### config.mk
export PLATFORM = sky130hd
export DESIGN_NAME = regfile_write_arbiter_flat
export DESIGN_NICKNAME = d
export VERILOG_FILES = /design/src/rtl/regfile_write_arbiter_if.sv /design/src/rtl/regfile_write_arbiter.sv /design/src/flat_wrapper.sv
export SDC_FILE = /design/constraint.sdc
export NUM_CORES = 1
export LEC_CHECK = 0
export BUFFER_PORTS_ARGS = -buffer_cell sky130_fd_sc_hd__buf_2
export CORE_ASPECT_RATIO = 1.1
export CORE_UTILIZATION = 44
export DETAILED_ROUTE_END_ITERATION = 8
export PLACE_DENSITY_LB_ADDON = 0.3
export SKIP_CTS_REPAIR_TIMING = 1
export SLEW_MARGIN = 25
export SYNTH_ARGS = -nofsm -noshare
export SYNTH_HDL_FRONTEND = slang
export SYNTH_SLANG_ARGS = --single-unit
### constraint.sdc
create_clock -name clk -period 1.8 [get_ports clk]
set_input_delay 0.27 -clock clk [delete_from_list [all_inputs] [get_ports clk]]
set_output_delay 0.27 -clock clk [all_outputs]
set_load 0.005 [all_outputs]
### src/rtl/regfile_write_arbiter_if.sv
// Write-port bus between the two writeback requesters and the register file.
// Optional: RFARB_STALLCNT_EN adds the stall_count observation signal.
interface regfile_write_arbiter_if #(
  parameter int unsigned NREGS  = 32,
  parameter int unsigned DATA_W = 64
);
  localparam int unsigned ADDR_W = 5;

  logic              req0_valid;
  logic [ADDR_W-1:0] req0_addr;
  logic [DATA_W-1:0] req0_data;
  logic              req0_ready;
  logic              req1_valid;
  logic [ADDR_W-1:0] req1_addr;
  logic [DATA_W-1:0] req1_data;
  logic              req1_ready;
  logic [NREGS-1:0]  wr_en;
  logic [ADDR_W-1:0] wr_addr;
  logic [DATA_W-1:0] wr_data;
`ifdef RFARB_STALLCNT_EN
  logic [15:0]       stall_count;
`endif

  // Requester / observer side.
  modport master (
    output req0_valid, req0_addr, req0_data,
    output req1_valid, req1_addr, req1_data,
    input  req0_ready, req1_ready,
    input  wr_en, wr_addr, wr_data
`ifdef RFARB_STALLCNT_EN
    , input stall_count
`endif
  );

  // Arbiter side.
  modport slave (
    input  req0_valid, req0_addr, req0_data,
    input  req1_valid, req1_addr, req1_data,
    output req0_ready, req1_ready,
    output wr_en, wr_addr, wr_data
`ifdef RFARB_STALLCNT_EN
    , output stall_count
`endif
  );
endinterface

### src/rtl/regfile_write_arbiter.sv
// Round-robin arbiter sharing the register-file write port between the
// pipeline writeback (req0) and the load/multi-cycle return path (req1).
// Optional: define RFARB_STALLCNT_EN to add a saturating stall counter.
module regfile_write_arbiter #(
  parameter int unsigned NREGS    = 32,
  parameter int unsigned DATA_W   = 64,
  parameter int unsigned ZERO_REG = 31
) (
  input logic clk,
  input logic reset,
  regfile_write_arbiter_if.slave bus
);
  localparam int unsigned ADDR_W = 5;

  typedef enum logic {
    LAST0 = 1'b0,
    LAST1 = 1'b1
  } prio_t;

  prio_t             state;
  prio_t             stateNext;
  logic              grant0;
  logic              grant1;
  logic [ADDR_W-1:0] selAddr;
  logic [DATA_W-1:0] selData;
  logic [NREGS-1:0]  wrEnNext;

  // Priority state register; reset favours req0 at the first contention.
  always_ff @(posedge clk or negedge reset) begin
    if (!reset) state <= LAST1;
    else        state <= stateNext;
  end

  // Grant selection and next priority state.
  always_comb begin
    grant0    = 1'b0;
    grant1    = 1'b0;
    stateNext = state;
    if (bus.req0_valid && bus.req1_valid) begin
      if (state == LAST0) grant1 = 1'b1;
      else                grant0 = 1'b1;
    end else if (bus.req0_valid) begin
      grant0 = 1'b1;
    end else if (bus.req1_valid) begin
      grant1 = 1'b1;
    end
    if (grant0)      stateNext = LAST0;
    else if (grant1) stateNext = LAST1;
  end

  assign bus.req0_ready = grant0;
  assign bus.req1_ready = grant1;

  // Winning payload and its decoded enable; XZR and out-of-range drop the write.
  always_comb begin
    selAddr  = grant1 ? bus.req1_addr : bus.req0_addr;
    selData  = grant1 ? bus.req1_data : bus.req0_data;
    wrEnNext = '0;
    if ((32'(selAddr) != ZERO_REG) && (32'(selAddr) < NREGS))
      wrEnNext = NREGS'(1) << selAddr;
  end

  // Registered write port; enables pulse for one cycle per transfer.
  always_ff @(posedge clk or negedge reset) begin
    if (!reset) begin
      bus.wr_en   <= '0;
      bus.wr_addr <= '0;
      bus.wr_data <= '0;
    end else if (grant0 || grant1) begin
      bus.wr_en   <= wrEnNext;
      bus.wr_addr <= selAddr;
      bus.wr_data <= selData;
    end else begin
      bus.wr_en   <= '0;
    end
  end

`ifdef RFARB_STALLCNT_EN
  logic [15:0] stallCnt;
  logic        stall;

  assign stall = (bus.req0_valid && !grant0) || (bus.req1_valid && !grant1);

  // Saturating count of edges where some requester was held off.
  always_ff @(posedge clk or negedge reset) begin
    if (!reset)                          stallCnt <= '0;
    else if (stall && stallCnt != 16'hFFFF) stallCnt <= stallCnt + 16'd1;
  end

  assign bus.stall_count = stallCnt;
`endif
endmodule

### src/flat_wrapper.sv
// flat-port wrapper written by rule: the top's interface ports become plain ports
module regfile_write_arbiter_flat 
#(
  parameter int unsigned NREGS    = 32,
  parameter int unsigned DATA_W   = 64,
  parameter int unsigned ZERO_REG = 31
)
  (clk, reset, bus_req0_valid, bus_req0_addr, bus_req0_data, bus_req1_valid, bus_req1_addr, bus_req1_data, bus_req0_ready, bus_req1_ready, bus_wr_en, bus_wr_addr, bus_wr_data);
  regfile_write_arbiter_if #(.NREGS(NREGS), .DATA_W(DATA_W)) bus_i ();
  input logic clk;
  input logic reset;
  input wire logic [$bits(bus_i.req0_valid)-1:0] bus_req0_valid;
  input wire logic [$bits(bus_i.req0_addr)-1:0] bus_req0_addr;
  input wire logic [$bits(bus_i.req0_data)-1:0] bus_req0_data;
  input wire logic [$bits(bus_i.req1_valid)-1:0] bus_req1_valid;
  input wire logic [$bits(bus_i.req1_addr)-1:0] bus_req1_addr;
  input wire logic [$bits(bus_i.req1_data)-1:0] bus_req1_data;
  output wire logic [$bits(bus_i.req0_ready)-1:0] bus_req0_ready;
  output wire logic [$bits(bus_i.req1_ready)-1:0] bus_req1_ready;
  output wire logic [$bits(bus_i.wr_en)-1:0] bus_wr_en;
  output wire logic [$bits(bus_i.wr_addr)-1:0] bus_wr_addr;
  output wire logic [$bits(bus_i.wr_data)-1:0] bus_wr_data;
  assign bus_i.req0_valid = bus_req0_valid;
  assign bus_i.req0_addr = bus_req0_addr;
  assign bus_i.req0_data = bus_req0_data;
  assign bus_i.req1_valid = bus_req1_valid;
  assign bus_i.req1_addr = bus_req1_addr;
  assign bus_i.req1_data = bus_req1_data;
  assign bus_req0_ready = bus_i.req0_ready;
  assign bus_req1_ready = bus_i.req1_ready;
  assign bus_wr_en = bus_i.wr_en;
  assign bus_wr_addr = bus_i.wr_addr;
  assign bus_wr_data = bus_i.wr_data;
  regfile_write_arbiter #(.NREGS(NREGS), .DATA_W(DATA_W), .ZERO_REG(ZERO_REG)) u_core (.clk(clk), .reset(reset), .bus(bus_i));
endmodule
# --- Word level (Yosys, flattened, before mapping) ---
# Cells that the tools add are included.
# Widths: inputs -> output; s select.
totals:
  regBits: 102
  latch_bits: 0
  ram_bits: 0
  mem_bits_ro: 0
  input_bits: 142
  output_inout_bits: 103
  elab_cells: 22
  memories: 0
op_classes:
  add_sub_neg: 0
  multipliers: 0
  n_div: 0
  order_cmp: 0
  n_eq_ne: 1
  shift: 1
  muxes: 13
  bitwise: 0
  reduce_logical: 3
op_table:
  columns: ["op", "count"]
  rows:
  - ["$mux 32", 2]
  - ["$mux 64", 1]
  - ["$shl 1x5->32 const A", 1]
  - ["$mux 1", 9]
  - ["$mux 5", 1]
  - ["$ne 5x5->1 const B", 1]
  - ["$reduce_bool 2->1", 1]
  - ["$logic_and 1x1->1", 1]
  - ["$logic_or 1x1->1", 1]

# --- Longest topological paths before layout ---
logic_depth:
  word_depth: 7
  ltp_mapped: 8
  ltp_nobuf: 4

# --- Least setup slack after synthesis ---
# Ideal clock, no wire load.
synth_timing:
  path_type: "reg-to-output"
  start: "reg u_core.state"
  end: "out bus_req0_ready"
  arrival_ns: 1.438
  required_ns: 1.530
  path_slack_ns: 0.092
  stages_incl_launch_ff: 6
  n_path_buf: 3
  cell_sequence: "dfstp_2 -> nand2b_1 -> clkbuf_1 -> buf_2 -> buf_1 -> and2_1"
synth_via:
  elab_chain_cells: 2
synth_lines:
  columns: ["element", "line_no", "rtl"]
  rows:
  - ["start: declaration", "regfile_write_arbiter.sv:20", "prio_t state;"]
  - ["start signal: assignment", "regfile_write_arbiter.sv:31", "else state <= stateNext;"]
  - ["$mux 1", "regfile_write_arbiter.sv:40", "if (state == LAST0) grant1 = 1'b1;"]
  - ["$mux 1", "regfile_write_arbiter.sv:39", "if (bus.req0_valid && bus.req1_valid) begin"]
  - ["end: declaration", "flat_wrapper.sv:18", "output wire logic [$bits(bus_i.req0_ready)-1:0] bus_req0_ready;"]
# No other way between the ends.

# --- Final worst setup path ---
# Ends and elaborated chain as after synthesis.

==> metrics.md <==
| Metric | Value |
|---|---|
| Routed Antenna Nets | `0` |
| Worst-path fanout max | `4` |
| Setup Crit Path Kind | `reg -> out` |
| Reg clk slew, reported paths | `0.10 ns` |
| Largest net degree at the start of global routing | `103` |
| CP startpoint | `u_core.state` |
| Hold_sp | `bus_req1_data[51]` |
| Die width | `96.6 um` |
| Max-slew violations | `0` |
| Total track usage | `0.234` |
| Gpl congestion | `0.792` |
| H-tree depth | `3` |
| I/O Buffers | `244` |
| Starting DRC count in detailed routing | `around 240` |
| Layout overhead on the synthesized area | `38.6%` |
| Register area share after synthesis | `0.589` |
| Max_slew headroom | `0.549` |
| CP max-delay cell | `dfstp_2` |
| Synth Instances | `403` |
| Area of the core | `about 9400 um2` |
| Most frequent cells in the layout | `buf_2 (244), dfrtp_1 (101), inv_1 (67)` |
| Initial core utilization | `0.459` |
| CTS max path bufs | `2` |
| Total Wirelength | `roughly 13000 um` |
| Height of the chip | `106 um` |
| Fillcell total | `847` |
| RSZ-0062 raised after global routing | `yes` |
| Run status | `complete, but fails checks` |
| WL/cell | `16.3 um` |
| Final Setup Violations | `1` |
| Top cells by area, synth | `dfrtp_1 (58%), a32oi_1 (13%), o21ai_0 (7.6%), inv_1 (5.8%), nor4_1 (4.5%)` |
| Synth warn | `0` |
| Fin crit period | `around 1.8 ns` |
| Highest clock rate | `553 MHz` |
| DRC viols | `0` |
| Failing checks | `negative setup slack` |
| R2r startpoint | `u_core.state` |
| Top cell type's share of synthesized area | `0.583` |
| Hold slack | `0.118 ns` |
| Die ar. | `10200 um2` |
| Min-Delay Path Class | `in -> reg` |
| CTS tree | `yes` |
| P per Cell Area | `860 nW/um2` |
| Hpwl dp | `roughly 8600 um` |
| Post-layout net count | `787` |
| Static leakage | `3.15 nW` |
| Worst Path Arrival | `1.54 ns` |
| Clk Latency, worst-skew pair | `0.36 ns` |
| Maximum vdd drop | `0.000467 V` |
| Worst Skew | `0.0134 ns` |
| CP Capture Type | `output pin` |
| DR vias/cell | `5.39` |
| R2R Setup Slk | `0.02 ns` |
| Final hold vios | `0` |
| Crit path required time | `1.53 ns` |
| Kind of cell adding the most delay to the critical path | `flip-flops` |
| Site row count | `37` |
| First-pass GRT wire length | `19300 um` |
| Max incr delay on CP | `0.54 ns` |
| Vias post-DR | `4136` |
| Final cell utilization of the core | `0.636` |
| Antenna violations before repair | `1` |
| I/O Pins | `245` |
| CTS Buf Count | `9` |
| Total congestion overflow | `0` |
| Post-Synthesis Cell Area | `4330 um2` |
| Worst Setup Start Kind | `flip-flop` |
| Flops & latches, synth | `approximately 100` |
| PnR worst setup slack | `-0.00806 ns` |
| Root buf cell | `clkbuf_8` |
| Slew @ Worst Pin | `0.658 ns` |
| Setup_tns | `-0.00806 ns` |
| WP buf/inv | `3` |
| Crit path cell chain | `buf_4, nand2b_4, buf_12, and2_1, buf_2` |
| Top cell type by total area after synthesis | `dfrtp_1` |
| Most common cell after layout, fill and taps aside | `buf_2` |
| Final period util | `1.00` |
| Synth cell types | `27` |
| Clock tree sinks | `slightly above 100` |
| Max-cap violations | `0` |
| Syn_nets | `545` |
| DR pass1 iterations | `4` |
| Share of cells above drive strength 1 | `0.454` |
| PnR Total Power | `between 5 and 6 mW` |
| Vias in the first global route | `3993` |
| Syn avg cell area | `10.8 um2` |
[cells by family (layout without fill, tap and decap cells)]
family                 Yosys count  count (layout)  synth area share
DFF                            102             102             0.589
AOI/OAI and AO/OA              139             139             0.223
buffers and inverters          106             353             0.102
and+or+nand+nor                 46              46            0.0621
muxes                            9               9            0.0234
other                            1               2          0.000865
[cell type report]
cell class	count	area, um2	area share
flip-flops and latches	102	2550	0.425
repair buffers	269	1480	0.246
multi-input cells	195	1370	0.228
inverters	68	260	0.0433
well taps	117	146	0.0244
clock buffers	12	145	0.0242
clock inverters	4	55.1	0.00917
diodes	1	2.50	0.000417
[worst paths after layout]
path | end | cells after the start
worst max-delay path | bus_req0_ready | 5
worst min-delay path | u_core.bus.wr_data[51] | 3
worst max register to register | u_core.bus.wr_en[19] | 4
worst min register to register | u_core.bus.wr_data[56] | 2
max in group asynchronous | u_core.bus.wr_data[3] | 3
min in group asynchronous | u_core.bus.wr_en[7] | 3
[per-layer routing]
| metal | part of all wire | GRT usage | vias to the layer above |
|---|---|---|---|
| met5 | 0 | 0 | - |
| met4 | 0.014 | 0.0800 | 0 |
| met2 | 0.52 | 0.406 | 176 |
| li1 | - | - | 1941 |
| met3 | 0.060 | 0.0533 | 13 |
| met1 | 0.40 | 0.288 | 2006 |
[flip-flops by register name, indices dropped and copies added (netlist names)]
register / cells
u_core.bus.wr_addr: 5
u_core.bus.wr_data: 64
u_core.bus.wr_en: 32
u_core.state: 1
[tightest hold or removal path: stages]
cell and delay (ns):
buf_2 0.07, a32oi_1 0.04, o21ai_0 0.06
[report_power, final]
part	switching [mW]	total [mW]	internal [mW]	leakage (nW)
Combinational	0.598	1.10	0.500	1.77
Sequential	0.109	2.61	2.50	1.29
Clock	0.767	1.46	0.691	0.0972
Total	1.47	5.17	3.69	3.15
[cell usage after synthesis]
| master | n |
|---|---|
| dfrtp_1 | 101 |
| inv_1 | 67 |
| a32oi_1 | 66 |
| o21ai_0 | 66 |
| nor4_1 | 31 |
| clkbuf_1 | 26 |
| buf_2 | 6 |
| mux2i_1 | 6 |
| nor2_1 | 5 |
| buf_6 | 4 |
| nor2b_1 | 4 |
| a21oi_1 | 3 |
| buf_1 | 2 |
| mux2_4 | 2 |
| nand2_1 | 2 |
| a21bo_1 | 1 |
| a21o_1 | 1 |
| a32oi_2 | 1 |
| and2_1 | 1 |
| conb_1 | 1 |
| dfstp_2 | 1 |
| inv_6 | 1 |
| mux2_2 | 1 |
| nand2b_1 | 1 |
| nand3_1 | 1 |
| o21a_1 | 1 |
| or2_2 | 1 |
[through the flow]
| stage | setup WS (ns) | cells | cell area, um2 |
|---|---|---|---|
| after detailed placement | 0.0329 | 744 | 5680 |
| after global routing | -0.0846 | 768 | 6000 |
| after CTS | -0.214 | 760 | 5880 |
| after global placement | -0.0542 | 743 | 5680 |
| after floorplan | 0.0916 | 403 | 4330 |
| final | -0.00806 | 768 | 6000 |
(Power assumes the default switching activity.)
